## src/rtl/counter_run_controller.sv

```systemverilog
// counter_run_controller
//
// Sequencer for the 4-bit BCD counter that drives the 7-segment display.
// It conditions the board inputs, derives a slow step tick from the board
// clock, and runs an IDLE/RUN/PAUSE/DONE state machine from a push-button.
// It issues single-cycle step/load strobes to the counter and reads the
// counter value back to detect the terminal value.
//
// Optional build macro:
//   COUNTER_AUTO_RESTART_EN - when defined, a terminal tick in RUN reloads
//   the start value and keeps running (continuous wrap); DONE is never
//   entered. When undefined, a terminal tick enters DONE.
//
// Parameters:
//   CLK_HZ          board clock frequency
//   TICK_HZ         step rate; CLK_HZ/TICK_HZ must be >= 2
//   DEBOUNCE_CYCLES cycles the button must differ before it is accepted
//   MAX_VAL         terminal value counting up, start value counting down
//
// Ports:
//   PIN_Y2   in   system clock, rising edge
//   KEY_0    in   asynchronous active-low reset
//   KEY_3    in   start/pause button, active-low, asynchronous
//   SW17     in   direction switch (0 = up, 1 = down), asynchronous
//   count    in   [3:0] current counter value
//   cnt_en   out  one-cycle step strobe
//   cnt_up   out  direction level to the counter (1 = up)
//   cnt_load out  one-cycle load strobe
//   load_val out  [3:0] value to load, valid while cnt_load = 1
//   running  out  high while in RUN
//   state_o  out  [1:0] state code: IDLE 00, RUN 01, PAUSE 10, DONE 11

module counter_run_controller #(
  parameter int CLK_HZ          = 50000000,
  parameter int TICK_HZ         = 1,
  parameter int DEBOUNCE_CYCLES = 1000000,
  parameter int MAX_VAL         = 9
) (
  input  logic       PIN_Y2,
  input  logic       KEY_0,
  input  logic       KEY_3,
  input  logic       SW17,
  input  logic [3:0] count,
  output logic       cnt_en,
  output logic       cnt_up,
  output logic       cnt_load,
  output logic [3:0] load_val,
  output logic       running,
  output logic [1:0] state_o
);

  localparam int DIV   = CLK_HZ / TICK_HZ;
  localparam int PRE_W = (DIV > 2) ? $clog2(DIV) : 1;
  localparam int DB_W  = (DEBOUNCE_CYCLES > 1) ? $clog2(DEBOUNCE_CYCLES) : 1;

  localparam logic [PRE_W-1:0] PRE_LAST = PRE_W'(DIV - 1);
  localparam logic [DB_W-1:0]  DB_LAST  = DB_W'(DEBOUNCE_CYCLES - 1);
  localparam logic [3:0]       MAX_V    = 4'(MAX_VAL);

  if (DIV < 2) begin : g_bad_div
    $error("counter_run_controller: CLK_HZ/TICK_HZ must be at least 2");
  end
  if (MAX_VAL < 1 || MAX_VAL > 15) begin : g_bad_max
    $error("counter_run_controller: MAX_VAL must be in 1..15");
  end
  if (DEBOUNCE_CYCLES < 1) begin : g_bad_db
    $error("counter_run_controller: DEBOUNCE_CYCLES must be at least 1");
  end

  typedef enum logic [1:0] {
    S_IDLE  = 2'b00,
    S_RUN   = 2'b01,
    S_PAUSE = 2'b10,
    S_DONE  = 2'b11
  } state_t;

  state_t state, state_n;

  // ---- Stage p0/p1: two-flop synchronizers for the asynchronous inputs ----
  logic key_meta_p0, key_sync_p1;
  logic sw_meta_p0, sw_sync_p1;

  always_ff @(posedge PIN_Y2 or negedge KEY_0) begin
    if (!KEY_0) begin
      key_meta_p0 <= 1'b1;
      key_sync_p1 <= 1'b1;
      sw_meta_p0  <= 1'b0;
      sw_sync_p1  <= 1'b0;
    end else begin
      key_meta_p0 <= KEY_3;
      key_sync_p1 <= key_meta_p0;
      sw_meta_p0  <= SW17;
      sw_sync_p1  <= sw_meta_p0;
    end
  end

  // ---- Stage p2: debounce and press edge detection ----
  logic [DB_W-1:0] db_cnt_p2;
  logic            key_db_p2;
  logic            key_db_q_p2;
  logic            press;

  always_ff @(posedge PIN_Y2 or negedge KEY_0) begin
    if (!KEY_0) begin
      db_cnt_p2   <= '0;
      key_db_p2   <= 1'b1;
      key_db_q_p2 <= 1'b1;
    end else begin
      key_db_q_p2 <= key_db_p2;
      if (key_sync_p1 == key_db_p2) begin
        // Any return to the accepted level restarts the stability window.
        db_cnt_p2 <= '0;
      end else if (db_cnt_p2 == DB_LAST) begin
        key_db_p2 <= key_sync_p1;
        db_cnt_p2 <= '0;
      end else begin
        db_cnt_p2 <= db_cnt_p2 + DB_W'(1);
      end
    end
  end

  // Only the falling edge (button pushed) matters; releases are ignored.
  assign press = key_db_q_p2 & ~key_db_p2;

  // ---- Stage p2: registered direction level ----
  always_ff @(posedge PIN_Y2 or negedge KEY_0) begin
    if (!KEY_0) begin
      cnt_up <= 1'b1;
    end else begin
      cnt_up <= ~sw_sync_p1;
    end
  end

  // Start value and terminal test follow the current direction, so a flip
  // mid-run is honoured at the next tick.
  logic [3:0] start_val;
  logic       terminal;
  logic       invalid;

  assign start_val = cnt_up ? 4'd0 : MAX_V;
  assign terminal  = cnt_up ? (count >= MAX_V) : (count == 4'd0);
  assign invalid   = ~cnt_up & (count > MAX_V);

  // ---- Prescaler: advances on every RUN cycle, frozen otherwise ----
  logic [PRE_W-1:0] presc;
  logic             presc_clr;
  logic             tick;

  assign tick = (state == S_RUN) && (presc == PRE_LAST);

  always_ff @(posedge PIN_Y2 or negedge KEY_0) begin
    if (!KEY_0) begin
      presc <= '0;
    end else if (presc_clr) begin
      presc <= '0;
    end else if (state == S_RUN) begin
      // The press cycle that leaves RUN still advances the prescaler;
      // PAUSE then holds that value so the phase carries over on resume.
      presc <= tick ? '0 : presc + PRE_W'(1);
    end
  end

  // ---- FSM next-state and strobe decode ----
  logic       cnt_en_n;
  logic       cnt_load_n;
  logic [3:0] load_val_n;

  always_comb begin
    state_n    = state;
    cnt_en_n   = 1'b0;
    cnt_load_n = 1'b0;
    load_val_n = load_val;
    presc_clr  = 1'b0;
    case (state)
      S_IDLE, S_DONE: begin
        if (press) begin
          state_n    = S_RUN;
          cnt_load_n = 1'b1;
          load_val_n = start_val;
          presc_clr  = 1'b1;
        end
      end
      S_RUN: begin
        // A press wins over a coincident tick; that tick is dropped.
        if (press) begin
          state_n = S_PAUSE;
        end else if (tick) begin
          if (invalid) begin
            cnt_load_n = 1'b1;
            load_val_n = start_val;
          end else if (terminal) begin
`ifdef COUNTER_AUTO_RESTART_EN
            cnt_load_n = 1'b1;
            load_val_n = start_val;
`else
            state_n    = S_DONE;
`endif
          end else begin
            cnt_en_n = 1'b1;
          end
        end
      end
      S_PAUSE: begin
        if (press) begin
          state_n = S_RUN;
        end
      end
      default: begin
        state_n = S_IDLE;
      end
    endcase
  end

  // ---- Stage p3: registered state and strobes ----
  always_ff @(posedge PIN_Y2 or negedge KEY_0) begin
    if (!KEY_0) begin
      state    <= S_IDLE;
      cnt_en   <= 1'b0;
      cnt_load <= 1'b0;
      load_val <= 4'd0;
    end else begin
      state    <= state_n;
      cnt_en   <= cnt_en_n;
      cnt_load <= cnt_load_n;
      load_val <= load_val_n;
    end
  end

  assign running = (state == S_RUN);
  assign state_o = state;

endmodule

```

## config.mk

```make
export PLATFORM = sky130hd
export DESIGN_NAME = counter_run_controller
export DESIGN_NICKNAME = d
export VERILOG_FILES = /design/src/rtl/counter_run_controller.sv
export SDC_FILE = /design/constraint.sdc
export NUM_CORES = 1
export LEC_CHECK = 0
export BUFFER_PORTS_ARGS = -buffer_cell sky130_fd_sc_hd__buf_2
export CORE_ASPECT_RATIO = 0.75
export CORE_MARGIN = 8
export CORE_UTILIZATION = 65
export CTS_CLUSTER_SIZE = 14
export DETAILED_ROUTE_END_ITERATION = 8
export GPL_ROUTABILITY_DRIVEN = 0
export PLACE_DENSITY = 0.91
export SLEW_MARGIN = 0
export SYNTH_ARGS = -nofsm -noshare
export SYNTH_HDL_FRONTEND = slang
export SYNTH_SLANG_ARGS = --single-unit
```

## constraint.sdc

```tcl
create_clock -name PIN_Y2 -period 4.4 [get_ports PIN_Y2]
set_input_delay 0.22 -clock PIN_Y2 [delete_from_list [all_inputs] [get_ports PIN_Y2]]
set_output_delay 0.22 -clock PIN_Y2 [all_outputs]
set_load 0.02 [all_outputs]
```

==> results.py, run 1 <==
metrics = {
    "critical_path": {
        "crit_top_cell": "inv_1",
        "ff2ff_setup_slack_ns": 1.92,
        "required_ns": 4.61,
        "crit_path_end_kind": "flip-flop",
        "critPathLaunchType": "flip-flop",
        "r2r_start": "state_o[1]$_DFFE_PN0P_",
        "arrival_ns": 2.69,
        "cp_slowest_cell": "ha_1",
        "critPathLaunch": "state_o[1]$_DFFE_PN0P_",
        "crit_chain": "inv_1 -> ha_1 -> inv_1 -> a211oi_1 -> nand4_1 -> xor2_1 -> nor2_1",
        "reg2regPathDepth": 7,
        "reg2reg_to": "presc[10]$_DFFE_PN0P_",
        "crit_fanout": 22,
        "worstSetupPathType": "flip-flop to flip-flop",
        "setup.worst_path.end": "presc[10]$_DFFE_PN0P_",
        "max_stage_delay_ns": 0.63,
    },
    "place": {
        "io_buffers": 15,
        "hpwl_um": 4495,
    },
    "timing": {
        "finClkSkew_ns": 0.009185,
        "final-hold-violation-count": 0,
        "fin_setup_tns_ns": 0,
        "drv_slew": 0,
        "setup_viol_count_final": 0,
        "rsz0062_at_grt": "false",
        "final.period_utilization": 0.5635,
        "tightest_slew_ns": 0.9751,
        "slew_headroom": 0.3440,
        "fmax_mhz": 403.4,
        "min_period_ns": 2.479,
    },
    "die": {
        "die_h_um": 75.51,
        "die_w_um": 95.35,
        "rows": 21,
        "core-area_mm2": 0.004493,
        "io_pins": 18,
        "design.die.area_mm2": 0.007200,
        "start_util": 0.6831,
    },
    "drt": {
        "drtAntennaViolNets": 0,
        "wl_um": 6618,
        "vias": 2492,
        "drt_iter0_drc": 228,
        "avgRoutedWirePerCell_um": 17.01,
        "viasPerCell": 6.406,
        "dr.pass1.iters": 5,
        "drc": 0,
    },
    "pwr": {
        "power_density_mw_per_mm2": 296.3,
        "ir_drop_uv": 204.0,
        "power.leakage_nw": 1.456,
    },
    "global_route": {
        "grt_pass1_wl_um": 11100,
        "grt_use_total": 0.1994,
        "grt_start_max_net_pins": 59,
        "grt_pass1_vias": 2351,
        "antenna_found_initial": 0,
        "grt-ovfl-total": 0,
    },
    "logic_synthesis": {
        "synth_top_area_frac": 0.4321,
        "syn_inst": 310,
        "synth-seq-cells": 58,
        "ys_async_sr_fraction": 1.000,
        "ys_top_cells_by_count": "dfrtp_1 (53), nor2_1 (43), nand3_1 (23), xor2_1 (23), nand2_1 (20)",
        "yosys-top-cells-area": "dfrtp_1 (43%), xor2_1 (6.6%), nor2_1 (5.3%), dfstp_2 (4.3%), nand3_1 (3.8%)",
        "synth_cell_type_count": 56,
        "yosysWarnings": 0,
        "yosysMostFrequentCell": "dfrtp_1",
        "synth_top_cell_by_area": "dfrtp_1",
        "avgSynthCellArea_um2": 9.901,
        "synth_edf_count": 0,
        "synth_area_mm2": 0.003069,
        "synth-seq-area-share": 0.4749,
        "synth_ff_type": "dfrtp_1",
    },
    "final_layout": {
        "area_growth_syn_to_layout_pct": 9.050,
        "multi_input_area_mm2": 0.001515,
        "fill_cells": 315,
        "seqCellArea_mm2": 0.001458,
        "diodes": 0,
        "drive_gt1_frac": 0.1506,
        "fin_util": 0.7449,
        "num-nets-final": 339,
    },
    "hold_path": {
        "hp-class": "input port to async pin",
    },
    "clocking": {
        "cts.repair_timing.setup_buffer_count": 0,
        "clk_latency_ns": 0.34,
        "clockBufferDepth": 2,
        "clkTransAtPathRegs_ns": 0.07,
        "cts_sinks": 58,
        "cts_root_buffer": "clkbuf_8",
        "htreeDepth": 3,
        "numCtsBuffers": 9,
        "cts_tree": "yes",
        "post_cts_resized": 0,
    },
    "run_status": {
        "status": "completed",
    },
    "job": {
        "max_cap_violations": 0,
    },
}
-- metal layers --
metal	track usage	wire length [um]	part of all wire
met2	0.3040	2923	0.44
met5	0	0	0
met1	0.2572	2932	0.44
met3	0.05906	563	0.085
met4	0.09138	198	0.030
-- sequential cells by signal, indices dropped and copies added (netlist names) --
register,count
db_cnt_p2,20
cnt_en,1
sw_sync_p1,1
key_db_q_p2,1
cnt_up,1
state_o,2
load_val,1
key_db_p2,1
sw_meta_p0,1
cnt_load,1
key_meta_p0,1
presc,26
key_sync_p1,1
-- report_power, final --
part | switching (mW) | internal [mW] | leakage, nW | total (mW)
Sequential | 0.00382 | 0.539 | 0.770 | 0.543
Combinational | 0.0209 | 0.00802 | 0.605 | 0.0289
Clock | 0.219 | 0.201 | 0.0810 | 0.420
Total | 0.244 | 0.748 | 1.46 | 0.992
-- worst min path at each step --
stage          depth (start not counted)  startpoint  slack (ns)                    end
5_1_grt                                2       KEY_0        0.08  presc[22]$_DFFE_PN0P_
6_report                               2       KEY_0       0.005   presc[5]$_DFFE_PN0P_
2_1_floorplan                          0       KEY_0       -0.08       cnt_en$_DFF_PN0_
3_5_place_dp                           1       KEY_3        0.33  key_meta_p0$_DFF_PN1_
3_3_place_gp                           1       KEY_3        0.33  key_meta_p0$_DFF_PN1_
4_1_cts                                2       KEY_0        0.03   presc[5]$_DFFE_PN0P_
-- layout make-up --
| cell class | count | share of cell area |
|---|---|---|
| clock buffer | 9 | 0.03701 |
| clock inverter | 7 | 0.01383 |
| inverter | 8 | 0.008972 |
| multi-input combinational | 232 | 0.4527 |
| sequential | 58 | 0.4355 |
| tap | 57 | 0.02131 |
| timing repair buffer | 18 | 0.03065 |
-- worst max-delay path: cells and delay by family, from the launching register on --
family                     cells  cell delay, ns
AOI/OAI and AO/OA              1            0.45
adders and majority gates      1            0.63
DFF                            1            0.39
buffers and inverters          2            0.45
xor gates and xnor gates       1            0.18
and+or+nand+nor                2            0.25
-- timing repair --
item | in CTS | in global routing
endpoints found under the hold margin | 2 | 0
endpoints found under the setup margin | 0 | 0
hold buffers | 2 | 0
-- per-stage QoR --
stage	power [mW]	instance area, um^2	hold slack, ns	setup slack [ns]	cells
after global placement	0.5795	3157	0.3254	2.122	371
after detailed placement	0.5804	3157	0.3269	1.974	371
after CTS	1.002	3347	0.02635	1.968	389
after global routing	1.029	3347	0.07502	1.683	389
after floorplan	0.5644	3073	-0.07559	2.497	311
final	0.9918	3347	0.004740	1.921	389
-- cell families after synthesis --
family / share of synthesized area
muxes: 0.01671
xor gates and xnor gates: 0.09417
DFF: 0.4749
other: 0.001222
AOI/OAI and AO/OA: 0.06563
and+or+nand+nor: 0.2984
buffers and inverters: 0.03261
adders and majority gates: 0.01631
-- placed cells by master (no fill, tap or decap), types with 2 or more instances in the layout --
cell            n
inv_1           8
nor2b_1         3
and4_1          2
mux2i_1         4
conb_1          2
clkinv_2        3
nor4_2          2
clkbuf_8        9
a21oi_1         5
and3_1          9
and2_1          3
xnor2_1        10
nor4b_2         2
or4b_1          3
a31o_1          4
nor4_1          6
nand4_1        12
nand3_1        23
xor2_1         23
a211oi_1        2
or4_1           4
nand3b_1        2
dfrtp_1        53
nand2b_1        2
dlygate4sd3_1   2
buf_2          15
nand2_1        20
ha_1            4
nor4b_1         3
dfstp_2         5
nor3_1          6
clkinvlp_4      3
nor2_1         43
o21ai_0         9
Power figures use the tool's default switching activity.
==> run 2: changes to the inputs <==
Settings changed: CORE_UTILIZATION 65 to 60, PLACE_DENSITY 0.91 to 0.86.
Clock period 4.4 ns to 2.52 ns, I/O delays scaled along.
==> run 2 against run 1 <==
Net effect:
- global-route usage shrank 0.94 points
- critical path depth shrank 2
- worst hold slack gained 0.19 ns
- setup slack lost 1.7 ns
- sequential cell count is the same
==> results.py, run 2 (synthesis gave the netlist of run 1 again) <==
metrics = {
    "pwr": {
        "power_density_mw_per_mm2": 544.6,
        "total_power_mw": 1.873,
        "power.leakage_nw": 1.504,
        "ir_drop_uv": 208.7,
    },
    "hold_path": {
        "hp-class": "input port to flip-flop",
    },
    "place": {
        "io_buffers": 15,
        "hpwl_um": 4665,
    },
    "clocking": {
        "clkTransAtPathRegs_ns": 0.07,
        "cts_root_buffer": "clkbuf_8",
        "clk_latency_ns": 0.34,
        "numCtsBuffers": 9,
        "cts_sinks": 58,
        "htreeDepth": 3,
        "post_cts_resized": 0,
        "cts_tree": "yes",
        "clockBufferDepth": 2,
    },
    "critical_path": {
        "setup.worst_path.end": "presc[15]$_DFFE_PN0P_",
        "crit_path_end_kind": "flip-flop",
        "max_stage_delay_ns": 0.53,
        "critPathBufInv": 0,
        "crit_fanout": 13,
        "worstSetupPathType": "flip-flop to flip-flop",
        "critPathLaunch": "presc[10]$_DFFE_PN0P_",
        "arrival_ns": 2.49,
        "required_ns": 2.72,
        "reg2regPathDepth": 5,
        "cp_slowest_cell": "or4b_1",
        "ff2ff_setup_slack_ns": 0.23,
        "path_delay_family": "simple AND/OR/NAND/NOR gates",
        "r2r_start": "presc[10]$_DFFE_PN0P_",
        "crit_chain": "or4b_1 -> nor4_1 -> nand4_1 -> nand2_1 -> nor2_1",
        "reg2reg_to": "presc[15]$_DFFE_PN0P_",
        "critPathLaunchType": "flip-flop",
        "path_depth": 5,
    },
    "timing": {
        "fin_setup_tns_ns": 0,
        "rsz0062_at_grt": "false",
        "tightest_slew_ns": 0.7337,
        "min_period_ns": 2.286,
        "fmax_mhz": 437.5,
        "setup_viol_count_final": 0,
        "final-hold-violation-count": 0,
        "final.period_utilization": 0.9071,
        "finClkSkew_ns": 0.006227,
        "slew_headroom": 0.5063,
        "drv_slew": 0,
    },
    "final_layout": {
        "drive_gt1_frac": 0.1652,
        "multi_input_area_mm2": 0.001515,
        "largest_register_ffs": 26,
        "regMostFlops": "presc",
        "diodes": 0,
        "seqCellArea_mm2": 0.001458,
        "final_cell_mix": "dfrtp_1 (53), nor2_1 (43), nand3_1 (23), xor2_1 (23), nand2_1 (20)",
        "final_common_cell": "dfrtp_1",
        "fill_cells": 373,
        "area_growth_syn_to_layout_pct": 12.07,
        "num-nets-final": 346,
    },
    "global_route": {
        "antenna_found_initial": 0,
        "grt_start_max_net_pins": 26,
        "grt_use_total": 0.1900,
        "grt_pass1_vias": 2346,
        "grt-ovfl-total": 0,
        "grt_pass1_wl_um": 11650,
    },
    "drt": {
        "drtAntennaViolNets": 0,
        "avgRoutedWirePerCell_um": 16.99,
        "drt_iter0_drc": 272,
        "dr.pass1.iters": 8,
        "vias": 2468,
        "wl_um": 6780,
        "viasPerCell": 6.185,
        "drc": 0,
    },
    "run_status": {
        "status": "completed",
    },
    "die": {
        "design.die.area_mm2": 0.007684,
        "start_util": 0.6264,
        "io_pins": 18,
        "rows": 22,
        "die_h_um": 77.94,
        "core-area_mm2": 0.004900,
        "die_w_um": 98.59,
    },
    "job": {
        "max_cap_violations": 0,
    },
}
run 2: metal layers:
| layer | global-route usage | part of all wire | up-vias |
|---|---|---|---|
| met3 | 0.07041 | 0.089 | 22 |
| li1 | - | - | 1151 |
| met2 | 0.2730 | 0.44 | 126 |
| met4 | 0.07328 | 0.018 | 0 |
| met5 | 0 | 0 | - |
| met1 | 0.2547 | 0.45 | 1169 |
run 2: final cells by class:
class / count / share of cell area
repair buffers: 25 / 0.04583
multi-input cells: 232 / 0.4405
flip-flops and latches: 58 / 0.4238
clock inverters: 6 / 0.01928
well taps: 60 / 0.02183
inverters: 8 / 0.008730
clock buffers: 10 / 0.04001
run 2: what timing repair did:
action | 4_1_cts | 5_1_grt
setup endpoints to repair | 0 | 0
endpoints found under the hold margin | 16 | 0
buffers inserted | 0 | 0
hold buffers | 3 | 0
run 2: power breakdown:
part	internal (mW)	total [mW]	switching, mW	leakage (nW)
Combinational	0.0169	0.0536	0.0366	0.640
Clock	0.482	0.872	0.389	0.0945
Sequential	0.941	0.948	0.00681	0.770
Total	1.44	1.87	0.433	1.50
run 2: through the flow:
stage | setup slack (ns) | utilization | std cells | area (um^2) | hold slack (ns)
4_1_cts | 0.2944 | 0.7020 | 399 | 3440 | 0.1894
3_3_place_gp | 0.4142 | 0.6542 | 380 | 3206 | 0.05470
6_report | 0.2342 | 0.7020 | 399 | 3440 | 0.1940
2_1_floorplan | 0.6168 | - | 311 | 3073 | -0.1696
3_5_place_dp | 0.3325 | 0.6542 | 380 | 3206 | 0.05974
5_1_grt | 0.1532 | 0.7020 | 399 | 3440 | 0.2086
run 2: worst min path at each step:
stage	start	endpoint	slack, ns	cells after the start
floorplan	KEY_0	cnt_en$_DFF_PN0_	-0.17	0
global placement	KEY_0	presc[3]$_DFFE_PN0P_	0.05	1
detailed placement	KEY_0	presc[3]$_DFFE_PN0P_	0.06	1
CTS	count[3]	cnt_en$_DFF_PN0_	0.19	3
global route	count[3]	cnt_en$_DFF_PN0_	0.21	3
finish	count[3]	cnt_en$_DFF_PN0_	0.19	3
run 2: worst register-to-register path, stage by stage (launching register included):
cell     delay, ns
dfrtp_1       0.44
or4b_1        0.53
nor4_1        0.43
nand4_1       0.21
nand2_1       0.41
nor2_1        0.13
==> run 3: changes to the inputs <==
Settings changed: SETUP_SLACK_MARGIN set to 0.3.
==> run 3 against run 2 <==
Net effect:
- clock skew barely moved
- combinational power is essentially flat
- non-clock buffer count increased by 1
- first-iteration DRC count fell by 7.0%
- global-route usage stayed put
- maximum frequency increased by 4.4%
- sequential cell count stayed put
- setup slack improved by 0.096 ns
- sequential share of layout area decreased by 0.47 points
- clock-buffer cell count stayed put
- highest routed layer unchanged
==> results.py, run 3 (synthesis gave the netlist of run 1 again) <==
metrics = {
    "run_status": {
        "status": "completed",
    },
    "final_layout": {
        "area_growth_syn_to_layout_pct": 13.33,
        "final_common_cell": "dfrtp_1",
        "fill_cells": 364,
        "final_cell_mix": "dfrtp_1 (53), nor2_1 (43), nand3_1 (23), xor2_1 (23), nand2_1 (19)",
        "largest_register_ffs": 26,
        "design_area_mm2": 0.003478,
        "num-nets-final": 347,
        "regMostFlops": "presc",
        "diodes": 0,
        "drive_gt1_frac": 0.1824,
    },
    "timing": {
        "final.period_utilization": 0.8692,
        "rsz0062_at_grt": "false",
        "fin_setup_tns_ns": 0,
        "timing.final.ws_setup_ns": 0.3297,
        "setup_viol_count_final": 0,
        "slew_headroom": 0.4918,
        "drv_slew": 0,
        "min_period_ns": 2.190,
        "final-hold-violation-count": 0,
        "tightest_slew_ns": 0.7553,
        "fmax_mhz": 456.6,
        "finClkSkew_ns": 0.006709,
    },
    "critical_path": {
        "cp_slowest_cell": "dfrtp_1",
        "reg2reg_to": "presc[17]$_DFFE_PN0P_",
        "r2r_start": "presc[7]$_DFFE_PN0P_",
        "crit_fanout": 8,
        "critPathLaunch": "presc[7]$_DFFE_PN0P_",
        "setup.worst_path.end": "presc[17]$_DFFE_PN0P_",
        "reg2regPathDepth": 5,
        "crit_path_end_kind": "flip-flop",
        "arrival_ns": 2.47,
        "required_ns": 2.80,
        "ff2ff_setup_slack_ns": 0.33,
        "crit_chain": "nand4_1 -> nor4_4 -> and3_2 -> nor4b_1 -> a31o_1",
        "max_stage_delay_ns": 0.54,
        "critPathLaunchType": "flip-flop",
        "worstSetupPathType": "flip-flop to flip-flop",
    },
    "clocking": {
        "cts_sinks": 58,
        "cts_tree": "yes",
        "clkTransAtPathRegs_ns": 0.07,
        "numCtsBuffers": 9,
        "htreeDepth": 3,
        "clockBufferDepth": 2,
        "clk_latency_ns": 0.35,
        "cts_root_buffer": "clkbuf_8",
    },
    "die": {
        "rows": 22,
        "die_w_um": 98.59,
        "start_util": 0.6264,
        "core-area_mm2": 0.004900,
        "design.die.area_mm2": 0.007684,
        "die_h_um": 77.94,
        "io_pins": 18,
    },
    "hold_path": {
        "min_from": "count[3]",
        "hp-class": "input port to flip-flop",
    },
    "global_route": {
        "grt-ovfl-total": 0,
        "grt_use_total": 0.1900,
        "antenna_found_initial": 0,
        "grt_pass1_vias": 2346,
        "grt_pass1_wl_um": 11650,
        "grt_start_max_net_pins": 26,
    },
    "drt": {
        "drt_iter0_drc": 253,
        "vias": 2552,
        "viasPerCell": 6.380,
        "drtAntennaViolNets": 0,
        "avgRoutedWirePerCell_um": 17.93,
        "wl_um": 7171,
        "drc": 0,
        "dr.pass1.iters": 6,
    },
    "pwr": {
        "power_density_mw_per_mm2": 540.4,
        "ir_drop_uv": 221.5,
        "power.leakage_nw": 1.526,
    },
    "place": {
        "placed_area_mm2": 0.003206,
        "hpwl_um": 4665,
        "io_buffers": 15,
        "dpl_worst_slack_ns": 0.3325,
    },
    "job": {
        "max_cap_violations": 0,
    },
}
==> run 3: cell count changes in the layout (fill, tap and decap cells not counted) <==
cell and delta:
and2_1 -1, o2111ai_2 +1, nor4_4 +1, nor4_2 +1, nand2_1 -1, nand2_2 +1
buf_4 +1, o2111ai_1 -1, and2_2 +1, nor4_1 -2
==> run 3: worst min path at each step <==
stage                     cells past startpoint                    to
after global routing                          3      cnt_en$_DFF_PN0_
after global placement                        1  presc[3]$_DFFE_PN0P_
after floorplan                               0      cnt_en$_DFF_PN0_
after detailed placement                      1  presc[3]$_DFFE_PN0P_
final                                         3      cnt_en$_DFF_PN0_
after CTS                                     3      cnt_en$_DFF_PN0_
==> run 3: timing repair <==
action	in CTS	in global routing
buffers inserted	0	1
pin swaps	0	1
setup endpoints to repair	1	8
hold buffers	3	0
gates resized for setup	1	5
endpoints found under the hold margin	16	0
==> run 3: layout make-up <==
cell class,count,area (um^2),share of cell area
clock buffer,10,137.6,0.03957
timing repair buffer,26,165.2,0.04748
inverter,8,30.03,0.008633
sequential,58,1458,0.4191
clock inverter,6,66.31,0.01906
tap,60,75.07,0.02158
multi-input combinational,232,1546,0.4446
==> run 3: metal layers <==
layer	vias up	GRT usage	wire length (um)
met4	0	0.07328	176
met3	34	0.07041	640
met1	1228	0.2547	3150
met2	138	0.2730	3203
met5	-	0	0
li1	1152	-	-
==> run 3: worst max-delay path: cells and delay by family (launching register included) <==
family           cells  cell delay (ns)
flip-flops           1             0.54
AND/OR/NAND/NOR      4             1.42
AO/OA/AOI/OAI        1             0.16
==> run 3: per-stage QoR <==
step | total power [mW] | hold slack (ns) | cells | util
after floorplan | 0.9854 | -0.1696 | 311 | -
after global placement | 1.015 | 0.05470 | 380 | 0.6542
after detailed placement | 1.016 | 0.05974 | 380 | 0.6542
after CTS | 1.889 | 0.1910 | 399 | 0.7025
after global routing | 1.930 | 0.2104 | 400 | 0.7099
final | 1.880 | 0.1873 | 400 | 0.7099
==> run 3: power breakdown <==
part | internal [mW] | switching, mW
clock | 0.482 | 0.396
combinational | 0.0170 | 0.0369
sequential | 0.941 | 0.00683
total | 1.44 | 0.439
